--- src/rtl/mcu_pkg.sv ---
// Shared MCU types for the interrupt/flag path.
package mcu_pkg;

   typedef enum logic [1:0] {
      IDLE,
      TAKE,
      ISR
   } int_state_t;

endpackage

--- src/rtl/flag_reg.sv ---
// One-bit status flag with fixed write priority: restore > clr > set > ld > hold.
module flag_reg (
   input  logic clk,
   input  logic rst_n,
   input  logic i_restore,
   input  logic i_restore_val,
   input  logic i_clr,
   input  logic i_set,
   input  logic i_ld,
   input  logic i_d,
   output logic o_q
);

   logic r_q;
   logic w_q_nxt;

   always_comb begin
      w_q_nxt = r_q;
      if (i_restore) begin
         w_q_nxt = i_restore_val;
      end else if (i_clr) begin
         w_q_nxt = 1'b0;
      end else if (i_set) begin
         w_q_nxt = 1'b1;
      end else if (i_ld) begin
         w_q_nxt = i_d;
      end
   end

   always_ff @(posedge clk) begin
      if (!rst_n) begin
         r_q <= 1'b0;
      end else begin
         r_q <= w_q_nxt;
      end
   end

   assign o_q = r_q;

endmodule

--- src/rtl/flag_int_ctrl.sv ---
// C/Z/I flags with shadow save on interrupt entry and restore on RETIE/RETID.
module flag_int_ctrl
   import mcu_pkg::*;
(
   input  logic clk,
   input  logic rst_n,
   input  logic c_in,
   input  logic z_in,
   input  logic flg_c_ld,
   input  logic flg_c_set,
   input  logic flg_c_clr,
   input  logic flg_z_ld,
   input  logic i_set,
   input  logic i_clr,
   input  logic boundary,
   input  logic int_req,
   input  logic retie,
   input  logic retid,
   output logic c_flag,
   output logic z_flag,
   output logic i_flag,
   output logic int_take,
   output logic in_isr
);

   int_state_t r_state;
   int_state_t w_state_nxt;

   logic r_i_flag;
   logic r_shadow_c;
   logic r_shadow_z;
   logic r_pending;
   logic r_req_prev;

   logic w_c;
   logic w_z;
   logic w_rise;
   logic w_take;
   logic w_restore;

   assign w_rise    = int_req & ~r_req_prev;
   assign w_take    = (r_state == IDLE) & r_pending & r_i_flag & boundary;
   assign w_restore = (r_state == ISR) & (retie | retid);

   always_comb begin
      w_state_nxt = r_state;
      unique case (r_state)
         IDLE:    if (w_take) w_state_nxt = TAKE;
         TAKE:    w_state_nxt = ISR;
         ISR:     if (retie | retid) w_state_nxt = IDLE;
         default: w_state_nxt = IDLE;
      endcase
   end

   always_ff @(posedge clk) begin
      if (!rst_n) begin
         r_state <= IDLE;
      end else begin
         r_state <= w_state_nxt;
      end
   end

   // A fresh rise in the take cycle must survive the clear.
   always_ff @(posedge clk) begin
      if (!rst_n) begin
         r_req_prev <= 1'b0;
         r_pending  <= 1'b0;
         r_shadow_c <= 1'b0;
         r_shadow_z <= 1'b0;
         r_i_flag   <= 1'b0;
      end else begin
         r_req_prev <= int_req;
         if (w_rise) begin
            r_pending <= 1'b1;
         end else if (w_take) begin
            r_pending <= 1'b0;
         end
         if (w_take) begin
            r_shadow_c <= w_c;
            r_shadow_z <= w_z;
         end
         if (w_take) begin
            r_i_flag <= 1'b0;
         end else if (w_restore) begin
            r_i_flag <= retie;
         end else if (i_clr) begin
            r_i_flag <= 1'b0;
         end else if (i_set) begin
            r_i_flag <= 1'b1;
         end
      end
   end

   flag_reg u_c_reg (
      .clk           (clk),
      .rst_n         (rst_n),
      .i_restore     (w_restore),
      .i_restore_val (r_shadow_c),
      .i_clr         (flg_c_clr),
      .i_set         (flg_c_set),
      .i_ld          (flg_c_ld),
      .i_d           (c_in),
      .o_q           (w_c)
   );

   flag_reg u_z_reg (
      .clk           (clk),
      .rst_n         (rst_n),
      .i_restore     (w_restore),
      .i_restore_val (r_shadow_z),
      .i_clr         (1'b0),
      .i_set         (1'b0),
      .i_ld          (flg_z_ld),
      .i_d           (z_in),
      .o_q           (w_z)
   );

   assign c_flag   = w_c;
   assign z_flag   = w_z;
   assign i_flag   = r_i_flag;
   assign int_take = (r_state == TAKE);
   assign in_isr   = (r_state != IDLE);

endmodule
--- config.mk ---
export PLATFORM = sky130hd
export DESIGN_NAME = flag_int_ctrl
export DESIGN_NICKNAME = d
export VERILOG_FILES = /design/src/rtl/mcu_pkg.sv /design/src/rtl/flag_reg.sv /design/src/rtl/flag_int_ctrl.sv
export SDC_FILE = /design/constraint.sdc
export NUM_CORES = 1
export LEC_CHECK = 0
export CAP_MARGIN = 0
export CORE_AREA = 3 3 40 42
export DETAILED_ROUTE_END_ITERATION = 8
export DIE_AREA = 0 0 43 45
export GPL_ROUTABILITY_DRIVEN = 0
export PLACE_DENSITY = 0.66
export SETUP_SLACK_MARGIN = 0.02
export SLEW_MARGIN = 40
export SYNTH_ARGS = -nofsm -noshare
export SYNTH_HDL_FRONTEND = slang
export SYNTH_HIERARCHICAL = 1
export SYNTH_SLANG_ARGS = --single-unit
--- constraint.sdc ---
create_clock -name clk -period 2.4 [get_ports clk]
set_input_delay 0.24 -clock clk [delete_from_list [all_inputs] [get_ports clk]]
set_output_delay 0.24 -clock clk [all_outputs]
set_load 0.02 [all_outputs]
Yosys cells after proc, flatten, opt, wreduce, memory -nomap -nowiden
Index checks and enable logic that the tools add are counted.
{"block": "op_classes", "div_mod_pow": 0, "add_sub_neg": 0, "n_shift": 0, "mul": 0, "n_eq_ne": 4, "order_cmp": 0, "n_mux": 14, "bitwise_logic": 8, "reduce_logical": 8}
{"cell": "2-to-1 mux 1 bit", "count": 11}
{"cell": "one-hot mux 2 bit (3 select lines)", "count": 1}
{"cell": "nonzero test 2 bit", "count": 3}
{"cell": "bitwise AND 1 bit", "count": 5}
{"cell": "2-to-1 mux 2 bit", "count": 2}
{"cell": "nonzero test 4 bit", "count": 1}
{"cell": "nonzero test 3 bit", "count": 1}
{"cell": "equality test 2 x 1 -> 1 bit (second input constant)", "count": 1}
{"cell": "equality test 2 bit (second input constant)", "count": 1}
{"cell": "zero test 2 bit", "count": 1}
{"cell": "inequality test 2 x 1 -> 1 bit (second input constant)", "count": 1}
{"cell": "inequality test 2 bit (second input constant)", "count": 1}
{"cell": "NOT 1 bit", "count": 2}
{"cell": "AND reduction 2 bit", "count": 1}
{"cell": "OR reduction 2 bit", "count": 1}
{"cell": "bitwise OR 1 bit", "count": 1}
{"block": "totals", "input_bits": 14, "mem_bits_ro": 0, "latch_bits": 0, "elab_cells": 42, "ram_bits": 0, "n_memories": 0, "output_inout_bits": 5, "reg_bits": 9}

Longest topological paths before layout
{"block": "depth", "word_depth": 6, "ltp_mapped": 4}

Cells and area by module
Netlist, hierarchy kept.
{"mod": "flag_int_ctrl", "cells_each": 34, "n_inst": 1, "area_each_um2": 307.8}
{"mod": "flag_reg", "cells_each": 6, "n_inst": 2, "area_each_um2": 65.1}

Least setup slack after synthesis
OpenSTA, ideal clock, no wires.
{"block": "synth_path", "kind": "register to register", "start": "reg r_state[0]", "end": "reg u_c_reg.r_q, in the netlist u_c_reg/o_q", "setup_slack_ps": 1222, "path_buffers": 0, "t_required_ps": 2278, "t_arrival_ps": 1056, "path_stages_with_launch": 5, "cell_sequence": "dfxtp_1 > nand2b_1 > nor2_1 > nor4bb_1 > a311o_1"}
{"block": "synth_via", "elab_chain_cells": 3, "word_cells_on_any_way": 4}
{"element": "start, declared", "line_no": "flag_int_ctrl.sv:26", "text": "int_state_t r_state;"}
{"element": "start signal, assigned", "line_no": "flag_int_ctrl.sv:59", "text": "r_state <= w_state_nxt;"}
{"element": "equality test 2 bit *", "line_no": "flag_int_ctrl.sv:43", "text": "assign w_restore = (r_state == ISR) & (retie | retid);"}
{"element": "bitwise AND 1 bit *", "line_no": "flag_int_ctrl.sv:43"}
{"element": "via w_restore", "line_no": "flag_int_ctrl.sv:39", "text": "logic w_restore;"}
{"element": "nonzero test 4 bit (no line) or 2-to-1 mux 1 bit (tied branches)"}
{"element": "end signal, assigned", "line_no": "flag_reg.sv:34", "text": "r_q <= w_q_nxt;"}
{"element": "end, declared", "line_no": "flag_reg.sv:14", "text": "logic r_q;"}
The timed path passes the listed nets; every way through them passes the cells marked *.
A chain may end at the register's enable or synchronous reset.

Final worst setup path
{"block": "layout_path", "start": "reg r_state[1]", "end": "out in_isr"}
{"block": "layout_via", "elab_chain_cells": 1}
{"element": "nonzero test 2 bit", "line_no": "flag_int_ctrl.sv:122", "text": "assign in_isr = (r_state != IDLE);"}
{"element": "end, declared", "line_no": "flag_int_ctrl.sv:23", "text": "output logic in_isr"}
Every way passes these cells.

==> results_dict.tcl <==
set metrics [dict create \
    status "complete, no violations" \
    hold_depth 2 \
    fin_ws_ps 752 \
    start_kind "flop" \
    synth_area_leaders "dfxtp_1, mux2_4, a311o_1" \
    cts_tree "yes" \
    grt_use_met3_pct 3.59 \
    critPathKind "reg2out" \
    finalNonFillerCells 84 \
    die_area_um2 1940 \
    drive_gt1_share_pct 10.1 \
    dieWidth_um 43 \
    clock_path_buffers 2 \
    h-tree-depth 1 \
    cts_resized 0 \
    p_per_area_nw_per_um2 499 \
    p_leak_nw 0.265 \
    vias_per_cell 4.55 \
    crit_start "r_state[1]" \
    worstRegToRegCells 4 \
    min_period_over_period_pct 68.7 \
    grt_pass1_wl_um 1450 \
    clock_latency_ps 260 \
    grtUsageMet2_pct 13.2 \
    post-cts-setup-buffers 0 \
    min_period_ps 1650 \
    r2r_setup_slack_ps 1070 \
    fillers 142 \
    arrival_ps 1410 \
    cts_buffers 3 \
    portBuffers 18 \
    drtAntennaViolNets 0 \
    grt_max_degree 16 \
    hold_ws_ps 449 \
    syn2layout_area_growth_pct 52.3 \
    clkSinkCount 9 \
    wl_per_cell_um 10.5 \
    path_clk_slew_ps 60 \
    grtUsageTotal_pct 10.5 \
    finalHoldViolCount 0 \
    r2r_start "r_state[0]" \
    ys_ff_latch 9 \
    place_worst_setup_slack_ps 739 \
    min_from "r_shadow_z" \
    hold_end "r_shadow_z" \
    dp.cells 80 \
    fmax_mhz 607 \
    die_h_um 45 \
    ys_seq_area_share_pct 41.1 \
    rsz0062_at_grt "no" \
    skew_ps 7.77 \
    cap_violations 0 \
    drc 0 \
    peakVddDrop_mv 0.339 \
    syn_area_per_cell_um2 9.52 \
    grtUsageMet1_pct 14.1 \
    synth.top_cell.area_share_pct 41.1 \
    ys_types 23 \
    initial_core_util_pct 34.1 \
    antenna_found_initial 0 \
    dp_hpwl_um 691 \
    worstPathRequired_ps 2160 \
    top_usage_layer "met1" \
    detail_route.first_pass.iterations 2 \
    worst_setup_path_end_kind "output pin" \
    cp_max_fo 4 \
    cts-root-buf "clkbuf_4" \
    fin_util_pct 51.9 \
    drtIter0Drc 6 \
    num_antenna_cells 0 \
    yosys_warnings 6 \
    synthCells 46 \
    hold_class "reg2reg" \
    num_vias 382 \
    cts_hold_buf 0 \
    seqCellArea_um2 180 \
    slew_viol_final 0 \
    fin_tns_setup_ps 0 \
    r2r-end "u_c_reg/o_q" \
    ios 19 \
    core_area_um2 1280 \
    multi_input_area_um2 254 \
    syn_area_um2 438 \
    num-nets-final 84 \
    wirelength_um 878 \
    yosys.area.top_type "dfxtp_1" \
    gr-total-overflow 0 \
    setup_viol 0 \
    num_rows 13 \
    grt_pass1_vias 329 \
]
synth_stat cells:
master / count
a311o_1: 2
and3_1: 2
nand3b_1: 2
nor3_1: 2
nor2b_1: 1
conb_1: 1
o221ai_1: 1
o21a_1: 1
nand3_1: 1
nor4bb_1: 2
nor2_1: 4
clkbuf_1: 1
nor2_8: 1
nand2b_1: 1
mux2_4: 2
inv_1: 2
a211oi_1: 1
nand2_1: 5
and2_1: 1
o21ai_1: 1
mux2i_1: 2
or2_4: 1
dfxtp_1: 9
worst max-delay path, cell delays in order (launching register included):
cell	delay, ps
dfxtp_1	330
or2_4	290
clkdlybuf4s50_1	540
cell families (layout without fill, tap and decap cells):
kind of cell / after synthesis / count (layout) / synth area share, %
multiplexers: 4 / 4 / 11.4
buffers and inverters: 3 / 24 / 2.57
AND/OR/NAND/NOR: 23 / 23 / 32.9
other: 1 / 3 / 0.856
flip-flops: 9 / 9 / 41.1
AO/OA/AOI/OAI: 6 / 6 / 11.1
metrics by stage:
stage / cell area [um2] / power (mW)
after floorplan: 445 / 0.187
after CTS: 667 / 0.338
after detailed placement: 641 / 0.221
after global placement: 641 / 0.220
after global routing: 667 / 0.350
final: 667 / 0.333
registers in the layout, summed over array words and instances, names as in the netlist:
register     flops
r_pending        1
u_z_reg/o_q      1
u_c_reg/o_q      1
r_shadow_z       1
i_flag           1
r_state          2
r_shadow_c       1
r_req_prev       1
worst max path at each step:
stage                   to  slack (ps)
2_1_floorplan  u_c_reg/o_q        1220
3_3_place_gp   u_c_reg/o_q         820
3_5_place_dp   u_c_reg/o_q         740
4_1_cts             in_isr         730
5_1_grt           int_take         670
6_report            in_isr         750
report_power, final:
| part | internal (mW) | total [mW] | switching, mW |
|---|---|---|---|
| sequential | 0.156 | 0.160 | 0.00385 |
| clock | 0.0639 | 0.116 | 0.0517 |
| combinational | 0.0371 | 0.0574 | 0.0203 |
| total | 0.257 | 0.333 | 0.0759 |
per-layer routing:
layer  vias up  part of all wire [%]
li1        209                     -
met1       164                    51
met2         9                    44
met3         0                   5.4
met4         0                     0
met5         -                     0
layout make-up:
| type | count | share of cell area, % |
|---|---|---|
| clock buffer | 4 | 3.94 |
| timing repair buffer | 18 | 27.0 |
| multi-input combinational | 36 | 38.1 |
| tap | 15 | 2.81 |
| inverter | 2 | 1.13 |
| sequential | 9 | 27.0 |
cells in the final DEF, fill, tap and decap left out, types with 2 or more instances in the layout:
| cell | netlist | final |
|---|---|---|
| clkdlybuf4s50_1 | 0 | 18 |
| dfxtp_1 | 9 | 9 |
| nand2_1 | 5 | 5 |
| nor2_1 | 4 | 4 |
| clkbuf_4 | 0 | 3 |
| conb_1 | 1 | 3 |
| mux2i_1 | 2 | 2 |
| nand3b_1 | 2 | 2 |
| inv_1 | 2 | 2 |
| nor3_1 | 2 | 2 |
| mux2_4 | 2 | 2 |
| nor4bb_1 | 2 | 2 |
| and3_1 | 2 | 2 |
| a311o_1 | 2 | 2 |
(Power assumes the default switching activity.)
